[config.mk]
export PLATFORM = sky130hd
export DESIGN_NAME = std_reg_file_flat
export DESIGN_NICKNAME = d
export VERILOG_FILES = /design/src/rtl/std_reg_file_if.sv /design/src/rtl/std_reg_file.sv /design/src/flat_wrapper.sv
export SDC_FILE = /design/constraint.sdc
export NUM_CORES = 1
export LEC_CHECK = 0
export CORE_ASPECT_RATIO = 0.8
export CORE_MARGIN = 8
export CORE_UTILIZATION = 35
export CTS_CLUSTER_DIAMETER = 50
export DETAILED_ROUTE_END_ITERATION = 8
export DONT_BUFFER_PORTS = 1
export PLACE_DENSITY = 0.54
export RECOVER_POWER = 100
export SETUP_SLACK_MARGIN = 0.4
export SKIP_CTS_REPAIR_TIMING = 1
export SYNTH_ARGS = -nofsm -noshare
export SYNTH_HDL_FRONTEND = slang
export SYNTH_SLANG_ARGS = --single-unit
[constraint.sdc]
create_clock -name clk -period 19.8 [get_ports clk]
set_input_delay 3.96 -clock clk [delete_from_list [all_inputs] [get_ports clk]]
set_output_delay 3.96 -clock clk [all_outputs]
set_load 0.005 [all_outputs]
[src/rtl/std_reg_file_if.sv]
// Register-file access bundle: one masked write port plus two read ports.
// Latency: none of its own; pure wiring between requester and register file.
// Backpressure: none; writes always accepted or rejected, result on done/err.
// Ports: write_en/write_addr/in/write_mask (write request), read_addr0/1 -> out0/1,
//        done/err (registered write outcome pulses).
interface std_reg_file_if #(
    parameter int WIDTH  = 32,
    parameter int ADDR_W = 3
);
    logic              write_en;
    logic [ADDR_W-1:0] write_addr;
    logic [WIDTH-1:0]  in;
    logic [WIDTH-1:0]  write_mask;
    logic [ADDR_W-1:0] read_addr0;
    logic [ADDR_W-1:0] read_addr1;
    logic [WIDTH-1:0]  out0;
    logic [WIDTH-1:0]  out1;
    logic              done;
    logic              err;

    // Requester side (control FSM / testbench).
    modport master (
        output write_en, write_addr, in, write_mask, read_addr0, read_addr1,
        input  out0, out1, done, err
    );

    // Register-file side.
    modport slave (
        input  write_en, write_addr, in, write_mask, read_addr0, read_addr1,
        output out0, out1, done, err
    );
endinterface

[src/rtl/std_reg_file.sv]
// Bank of NUM_REGS x WIDTH registers, one bit-masked write port, two combinational read ports.
// Latency: write visible 1 cycle after the edge (same cycle with BYPASS=1); done/err registered, 1 cycle.
// Backpressure: none; out-of-range writes are dropped and flagged with a one-cycle err pulse.
// Ports: clk (rising edge), reset (async, active-high), bus (std_reg_file_if.slave).
module std_reg_file #(
    parameter int WIDTH    = 32,
    parameter int NUM_REGS = 8,
    parameter int ADDR_W   = $clog2(NUM_REGS),
    parameter bit BYPASS   = 1'b0
) (
    input  logic          clk,
    input  logic          reset,
    std_reg_file_if.slave bus
);
    // One extra bit so NUM_REGS itself is representable for the range check.
    localparam logic [ADDR_W:0] LIMIT = (ADDR_W + 1)'(NUM_REGS);

    logic [WIDTH-1:0] mem [NUM_REGS];

    logic             in_range;
    logic             write_ok;
    logic             write_bad;
    logic [WIDTH-1:0] stored_w;
    logic [WIDTH-1:0] merged;
    logic [WIDTH-1:0] rd0;
    logic [WIDTH-1:0] rd1;
    logic             done_q;
    logic             err_q;

    assign in_range  = ({1'b0, bus.write_addr} < LIMIT);
    assign write_ok  = bus.write_en & in_range;
    assign write_bad = bus.write_en & ~in_range;

    // Address decode by comparison against every valid index: addresses past
    // NUM_REGS match nothing, so reads return 0 and no entry is ever touched.
    always_comb begin
        stored_w = '0;
        rd0      = '0;
        rd1      = '0;
        for (int i = 0; i < NUM_REGS; i++) begin
            if (bus.write_addr == ADDR_W'(i)) stored_w = mem[i];
            if (bus.read_addr0 == ADDR_W'(i)) rd0      = mem[i];
            if (bus.read_addr1 == ADDR_W'(i)) rd1      = mem[i];
        end
    end

    assign merged = (stored_w & ~bus.write_mask) | (bus.in & bus.write_mask);

    // Same-cycle forwarding of the merged write value when enabled.
    always_comb begin
        bus.out0 = rd0;
        bus.out1 = rd1;
        if (BYPASS && write_ok && (bus.read_addr0 == bus.write_addr)) bus.out0 = merged;
        if (BYPASS && write_ok && (bus.read_addr1 == bus.write_addr)) bus.out1 = merged;
    end

    always_ff @(posedge clk or posedge reset) begin
        if (reset) begin
            for (int i = 0; i < NUM_REGS; i++) mem[i] <= '0;
            done_q <= 1'b0;
            err_q  <= 1'b0;
        end else begin
            for (int i = 0; i < NUM_REGS; i++) begin
                if (write_ok && (bus.write_addr == ADDR_W'(i))) mem[i] <= merged;
            end
            // A zero mask is still an accepted write and pulses done.
            done_q <= write_ok;
            err_q  <= write_bad;
        end
    end

    assign bus.done = done_q;
    assign bus.err  = err_q;
endmodule

[src/flat_wrapper.sv]
// flat-port wrapper written by rule: the top's interface ports become plain ports
module std_reg_file_flat 
#(
    parameter int WIDTH    = 32,
    parameter int NUM_REGS = 8,
    parameter int ADDR_W   = $clog2(NUM_REGS),
    parameter bit BYPASS   = 1'b0
)
  (clk, reset, bus_write_en, bus_write_addr, bus_in, bus_write_mask, bus_read_addr0, bus_read_addr1, bus_out0, bus_out1, bus_done, bus_err);
  std_reg_file_if #(.WIDTH(WIDTH), .ADDR_W(ADDR_W)) bus_i ();
  input  logic clk;
  input  logic reset;
  input wire logic [$bits(bus_i.write_en)-1:0] bus_write_en;
  input wire logic [$bits(bus_i.write_addr)-1:0] bus_write_addr;
  input wire logic [$bits(bus_i.in)-1:0] bus_in;
  input wire logic [$bits(bus_i.write_mask)-1:0] bus_write_mask;
  input wire logic [$bits(bus_i.read_addr0)-1:0] bus_read_addr0;
  input wire logic [$bits(bus_i.read_addr1)-1:0] bus_read_addr1;
  output wire logic [$bits(bus_i.out0)-1:0] bus_out0;
  output wire logic [$bits(bus_i.out1)-1:0] bus_out1;
  output wire logic [$bits(bus_i.done)-1:0] bus_done;
  output wire logic [$bits(bus_i.err)-1:0] bus_err;
  assign bus_i.write_en = bus_write_en;
  assign bus_i.write_addr = bus_write_addr;
  assign bus_i.in = bus_in;
  assign bus_i.write_mask = bus_write_mask;
  assign bus_i.read_addr0 = bus_read_addr0;
  assign bus_i.read_addr1 = bus_read_addr1;
  assign bus_out0 = bus_i.out0;
  assign bus_out1 = bus_i.out1;
  assign bus_done = bus_i.done;
  assign bus_err = bus_i.err;
  std_reg_file #(.WIDTH(WIDTH), .NUM_REGS(NUM_REGS), .ADDR_W(ADDR_W), .BYPASS(BYPASS)) u_core (.clk(clk), .reset(reset), .bus(bus_i));
endmodule
==> results.yml, run 1 <==
clocking:
  clkLatencyLatePin_ps: 570
  cts_tree: "done"
  clkSinkCount: 257
  clk_path_buf_depth: 3
  path_clk_slew_ps: 50
  cts_max_level: 2
  root_buffer: "clkbuf_16"
  cts_made_buffers: 40
critical_path:
  path_cells: "nor2b_1 > a22oi_1 > a21oi_1 > a21o_1"
  arrival_ps: 6870
  crit_family: "simple AND/OR/NAND/NOR gates"
  crit_type: "input port to output pin"
  timing.rr.end: "u_core.mem[150]"
  worstSetupStartpoint: "bus_read_addr0[0]"
  crit_slowest_cell: "nor2b_1"
  reg2reg_depth: 4
  r2r_start: "u_core.mem[86]"
  worstPathMaxFanout: 77
  regToRegSetupSlack_ps: 17860
  path_buf_inv: 0
  crit_path_start_kind: "input port"
  crit_required_ps: 15840
  cpPeakStageDelay_ps: 2110
  cp-end-kind: "output pin"
synthesis:
  synthTopCellsByArea: "dfrtp_1 33%, nand2_1 7.5%, mux2i_1 7.5%"
  synth_top_family_by_area: "compound AO/OA/AOI/OAI gates"
  synth_enable_flop_cells: 0
  post_synth.cell_area_avg_um2: 8.44
  ys_types: 64
  synthSimpleGateAreaFrac: 0.175
  yosys.area.top_type: "dfrtp_1"
  synth-async-reset-ratio: 1.00
  synth_fp_nets: 2362
  ys_ff_latch: 257
  synthCells: 2286
  synth_flop_cell: "dfrtp_1"
  synth.cell_area_um2: 19300
  seq_area_frac_synth: 0.333
  synth_compound_area_frac: 0.267
  synth-adder-area-share: 0
  synthXorXnorAreaFrac: 0
  synth_top_area_share: 0.333
  yosys_warnings: 0
  synthMuxAreaShare: 0.152
worst_hold_path:
  hold_depth: 2
  worstHoldStart: "u_core.mem[15]"
  hold_end: "u_core.mem[15]"
  hp-class: "flop to flop"
sta:
  min_period_over_period: 0.547
  rsz0062_at_grt: "no"
  tns_ps: 0
  finalHoldViolCount: 0
  max_freq_mhz: 92.4
  fin_skew_ps: 11.9
  setup_viol: 0
  maxSlewViolCount: 346
  fin_crit_ps: 10830
  tightestPinTransition_ps: 5230
  slew_headroom: -2.51
die:
  die_w_um: 278
  fp-row-count: 77
  die_area_um2: 62900
  core-area_um2: 54800
  io_pins: 142
  die_y_um: 226
  start_util: 0.352
finish:
  final_common_cell: "nand2_1"
  area_growth_pct: 4.15
  fin_nets: 2211
  layout_common_cells: "393 x nand2_1, 261 x a21oi_1, 257 x dfrtp_1, 246 x nor2_1, 203 x o21ai_0"
  drive_above_1_share: 0.0884
  design_area_um2: 20100
  n_fill_cell: 5533
  layoutNonFillerInstCount: 2875
grt:
  grt_usage: 0.234
  grt_pass1_vias: 17200
  grt_first_pass_wirelength_um: 114000
  antenna_found_initial: 5
  grt_max_degree: 151
  grt-ovfl-total: 0
pwr:
  power.total_mw: 2.00
  peakVddDrop_v: 0.0000574
  powerDensity_nw_per_um2: 99.5
  p_leak_nw: 7.85
place:
  placed_area_um2: 19200
  placedCellCount: 2804
  dpl.hpwl_um: 43300
  port_buffers: 0
  gp_congestion: 0.828
route:
  drc: 0
  via_count: 17700
  first_iter_violations: 1978
  wl_per_cell_um: 26.3
  dr.pass1.iters: 5
  ant_nets: 0
  viasPerCell: 6.14
  postRouteWirelength_um: 75500
outcome:
  violations: "max-capacitance violations, max-slew violations"
  status: "complete, but fails checks"
flow_run:
  max_cap_violations: 10
[cell type report]
| type | instances | area [µm²] | share of cell area |
|---|---|---|---|
| Inverter | 37 | 140 | 0.00698 |
| Tap cell | 711 | 890 | 0.0443 |
| Timing Repair Buffer | 26 | 170 | 0.00847 |
| Sequential cell | 257 | 6430 | 0.320 |
| Antenna cell | 3 | 7.51 | 0.000374 |
| Multi-Input combinational cell | 1773 | 11100 | 0.553 |
| Clock buffer | 46 | 1080 | 0.0540 |
| Clock inverter | 22 | 260 | 0.0130 |
[sequential cells by signal (all words and copies together), names as in the netlist]
signal,flops
u_core.mem,256
u_core.bus.done,1
[worst max path at each step]
stage / slack, ps / depth (start not counted) / end
finish: 8970 / 4 / bus_out0[10]
global route: 9000 / 4 / bus_out0[0]
CTS: 10050 / 5 / bus_out1[16]
detailed placement: 10060 / 5 / bus_out1[16]
global placement: 10070 / 5 / bus_out1[16]
floorplan: 8770 / 1 / u_core.bus.done
[Yosys cell counts, drive strengths merged, types with 2 or more instances]
cell type and n:
a2bb2oi 3, and4b 4, nor3 4, and4bb 2, a221oi 26, a22o 3
mux2 46, nand4bb 2, o211ai 74, a211oi 18, a221o 3, and3 4
o2bb2ai 18, a21o 14, o32a 22, o21a 24, nand2 393, clkbuf 80
a22oi 36, nor2b 22, nand2b 46, or2b 2, inv 37, o22ai 11
a31oi 2, nor2 247, a32o 2, o21ai 229, and2 2, mux4 43
buf 139, nand3b 23, o221ai 23, nand3 6, mux2i 144, a21oi 261
nand4b 3, dfrtp 257
[worst min-delay path, cell delays in order, from the launching register on]
cell      delay (ps)
dfrtp_1          360
nand2_1           50
o211ai_1          80
[layer usage]
| metal | up-vias | global-route usage | wire length [µm] | share of wire |
|---|---|---|---|---|
| li1 | 7905 | - | - | - |
| met3 | 170 | 0.0546 | 7110 | 0.094 |
| met5 | - | 0 | 11 | 0.00015 |
| met1 | 8752 | 0.321 | 32500 | 0.43 |
| met4 | 2 | 0.0917 | 2640 | 0.035 |
| met2 | 835 | 0.356 | 33200 | 0.44 |
[metrics by stage]
| step | utilization | hold WS [ps] | worst slack [ps] |
|---|---|---|---|
| floorplan | - | 483 | 8770 |
| global placement | 0.351 | 503 | 10070 |
| detailed placement | 0.351 | 517 | 10060 |
| CTS | 0.375 | 533 | 10050 |
| global route | 0.366 | 557 | 9000 |
| finish | 0.366 | 533 | 8970 |
[power breakdown]
part / internal [mW] / total (mW) / switching [mW]
registers: 0.646 / 0.787 / 0.141
clock network: 0.456 / 0.733 / 0.276
logic: 0.226 / 0.479 / 0.253
total: 1.33 / 2.00 / 0.670
[logic make-up (layout without fill, tap and decap cells)]
kind of cell	Yosys count	in the layout
compound gates	773	773
simple gates	766	766
flops	257	257
buf+inv	256	131
mux	233	233
other cells	1	4
Note: power is estimated with default switching activity, not from simulation.
==> inputs of run 2 (changes only) <==
==> constraint.sdc (replaced) <==
create_clock -name clk -period 10.3 [get_ports clk]
set_input_delay 2.06 -clock clk [delete_from_list [all_inputs] [get_ports clk]]
set_output_delay 2.06 -clock clk [all_outputs]
set_load 0.005 [all_outputs]
==> run 2 against run 1 <==
Against the previous run:
- die area unchanged
- utilization rose by 0.066 points
- critical path type unchanged
- sequential share of layout area decreased by 0.058 points
- sequential power up 92%
- highest routed layer unchanged
- global-route usage fell by 0.10 points
- largest power group unchanged
- routed wire length is 0.90% lower
- critical path depth unchanged
- flip-flop and latch count unchanged
- cell count is 0.14% higher
- the flow still finishes with violations (max-capacitance violations, max-slew violations)
- hold slack lost 4.9 ps
- total power is 93% higher
==> results.yml, run 2 (synthesis results as in run 1) <==
die:
  start_util: 0.352
  die_w_um: 278
  io_pins: 142
  die_area_um2: 62900
  fp-row-count: 77
  die_y_um: 226
  core-area_um2: 54800
clocking:
  cts_max_level: 2
  root_buffer: "clkbuf_16"
  clkLatencyLatePin_ps: 560
  clkSinkCount: 257
  clk_path_buf_depth: 3
  cts_made_buffers: 40
  path_clk_slew_ps: 50
  cts_tree: "done"
critical_path:
  timing.rr.end: "u_core.mem[150]"
  regToRegSetupSlack_ps: 8360
  cp-endpoint: "bus_out0[10]"
  r2r_start: "u_core.mem[86]"
  reg2reg_depth: 4
  crit_type: "input port to output pin"
  crit_path_start_kind: "input port"
  crit_required_ps: 8240
  worstPathMaxFanout: 77
  arrival_ps: 4900
  cp-end-kind: "output pin"
  worstSetupStartpoint: "bus_read_addr0[0]"
sta:
  fin_crit_ps: 6960
  worst_hold_slack_ps: 528
  setup_viol: 0
  slew_headroom: -2.49
  fin_skew_ps: 19.2
  rsz0062_at_grt: "no"
  fin_ws_ps: 3340
  max_freq_mhz: 144
  maxSlewViolCount: 399
  tns_ps: 0
  finalHoldViolCount: 0
  min_period_over_period: 0.675
  tightestPinTransition_ps: 5200
route:
  viasPerCell: 6.17
  first_iter_violations: 2090
  postRouteWirelength_um: 74800
  ant_nets: 0
  dr.pass1.iters: 6
  wl_per_cell_um: 26.0
  drc: 0
  via_count: 17800
finish:
  largest_reg_flops: 256
  drive_above_1_share: 0.0873
  largest-register: "u_core.mem"
  area_growth_pct: 4.34
  final_common_cell: "nand2_1"
  layout_common_cells: "393 x nand2_1, 261 x a21oi_1, 257 x dfrtp_1, 246 x nor2_1, 205 x o21ai_0"
  layoutNonFillerInstCount: 2879
  n_fill_cell: 5543
  fin_nets: 2211
grt:
  grt_first_pass_wirelength_um: 113000
  grt_max_degree: 151
  grt_pass1_vias: 17200
  grt-ovfl-total: 0
  antenna_found_initial: 5
  grt_usage: 0.233
pwr:
  peakVddDrop_v: 0.000103
  powerDensity_nw_per_um2: 192
  p_leak_nw: 7.87
worst_hold_path:
  worstHoldStart: "u_core.mem[1]"
  hp-class: "flop to flop"
  hold_depth: 2
place:
  gp_congestion: 0.828
  dpl.hpwl_um: 43100
  preCtsSetupSlack_ps: 4360
  port_buffers: 0
  placedCellCount: 2804
outcome:
  violations: "max-capacitance violations, max-slew violations"
  status: "complete, but fails checks"
flow_run:
  max_cap_violations: 12
run 2: power by group:
group	total [mW]	internal [mW]	switching (mW)	leakage (nW)
combinational	0.916	0.434	0.482	4.04
sequential	1.51	1.24	0.269	3.15
clock	1.44	0.893	0.542	0.683
total	3.86	2.57	1.29	7.87
run 2: worst min path at each step:
stage / endpoint
5_1_grt: u_core.mem[1]
3_3_place_gp: u_core.mem[15]
4_1_cts: u_core.mem[1]
6_report: u_core.mem[1]
3_5_place_dp: u_core.mem[17]
2_1_floorplan: u_core.mem[15]
run 2: final cells by class:
type	count	area, µm²	area share
inverters	37	140	0.00696
diodes	2	5.00	0.000249
flip-flops and latches	257	6430	0.320
repair buffers	26	163	0.00808
clock buffers	52	1150	0.0571
well taps	711	890	0.0442
clock inverters	21	250	0.0124
multi-input cells	1773	11100	0.551
run 2: routing by layer:
metal,GRT usage,vias up,share of wire
met5,0,-,0.00036
met4,0.107,4,0.040
met3,0.0579,177,0.10
met2,0.350,908,0.44
met1,0.315,8764,0.42
li1,-,7911,-
run 2: metrics by stage:
stage,utilization,instance area (µm²),total power [mW]
after floorplan,-,19300,2.27
after detailed placement,0.351,19200,2.49
after global placement,0.351,19200,2.46
final,0.367,20100,3.86
after CTS,0.376,20600,3.93
after global routing,0.367,20100,4.07
run 2: critical path, cell delays in order:
cell,delay [ps]
nor2b_1,2000
a22oi_1,330
a21oi_1,250
a21o_1,180
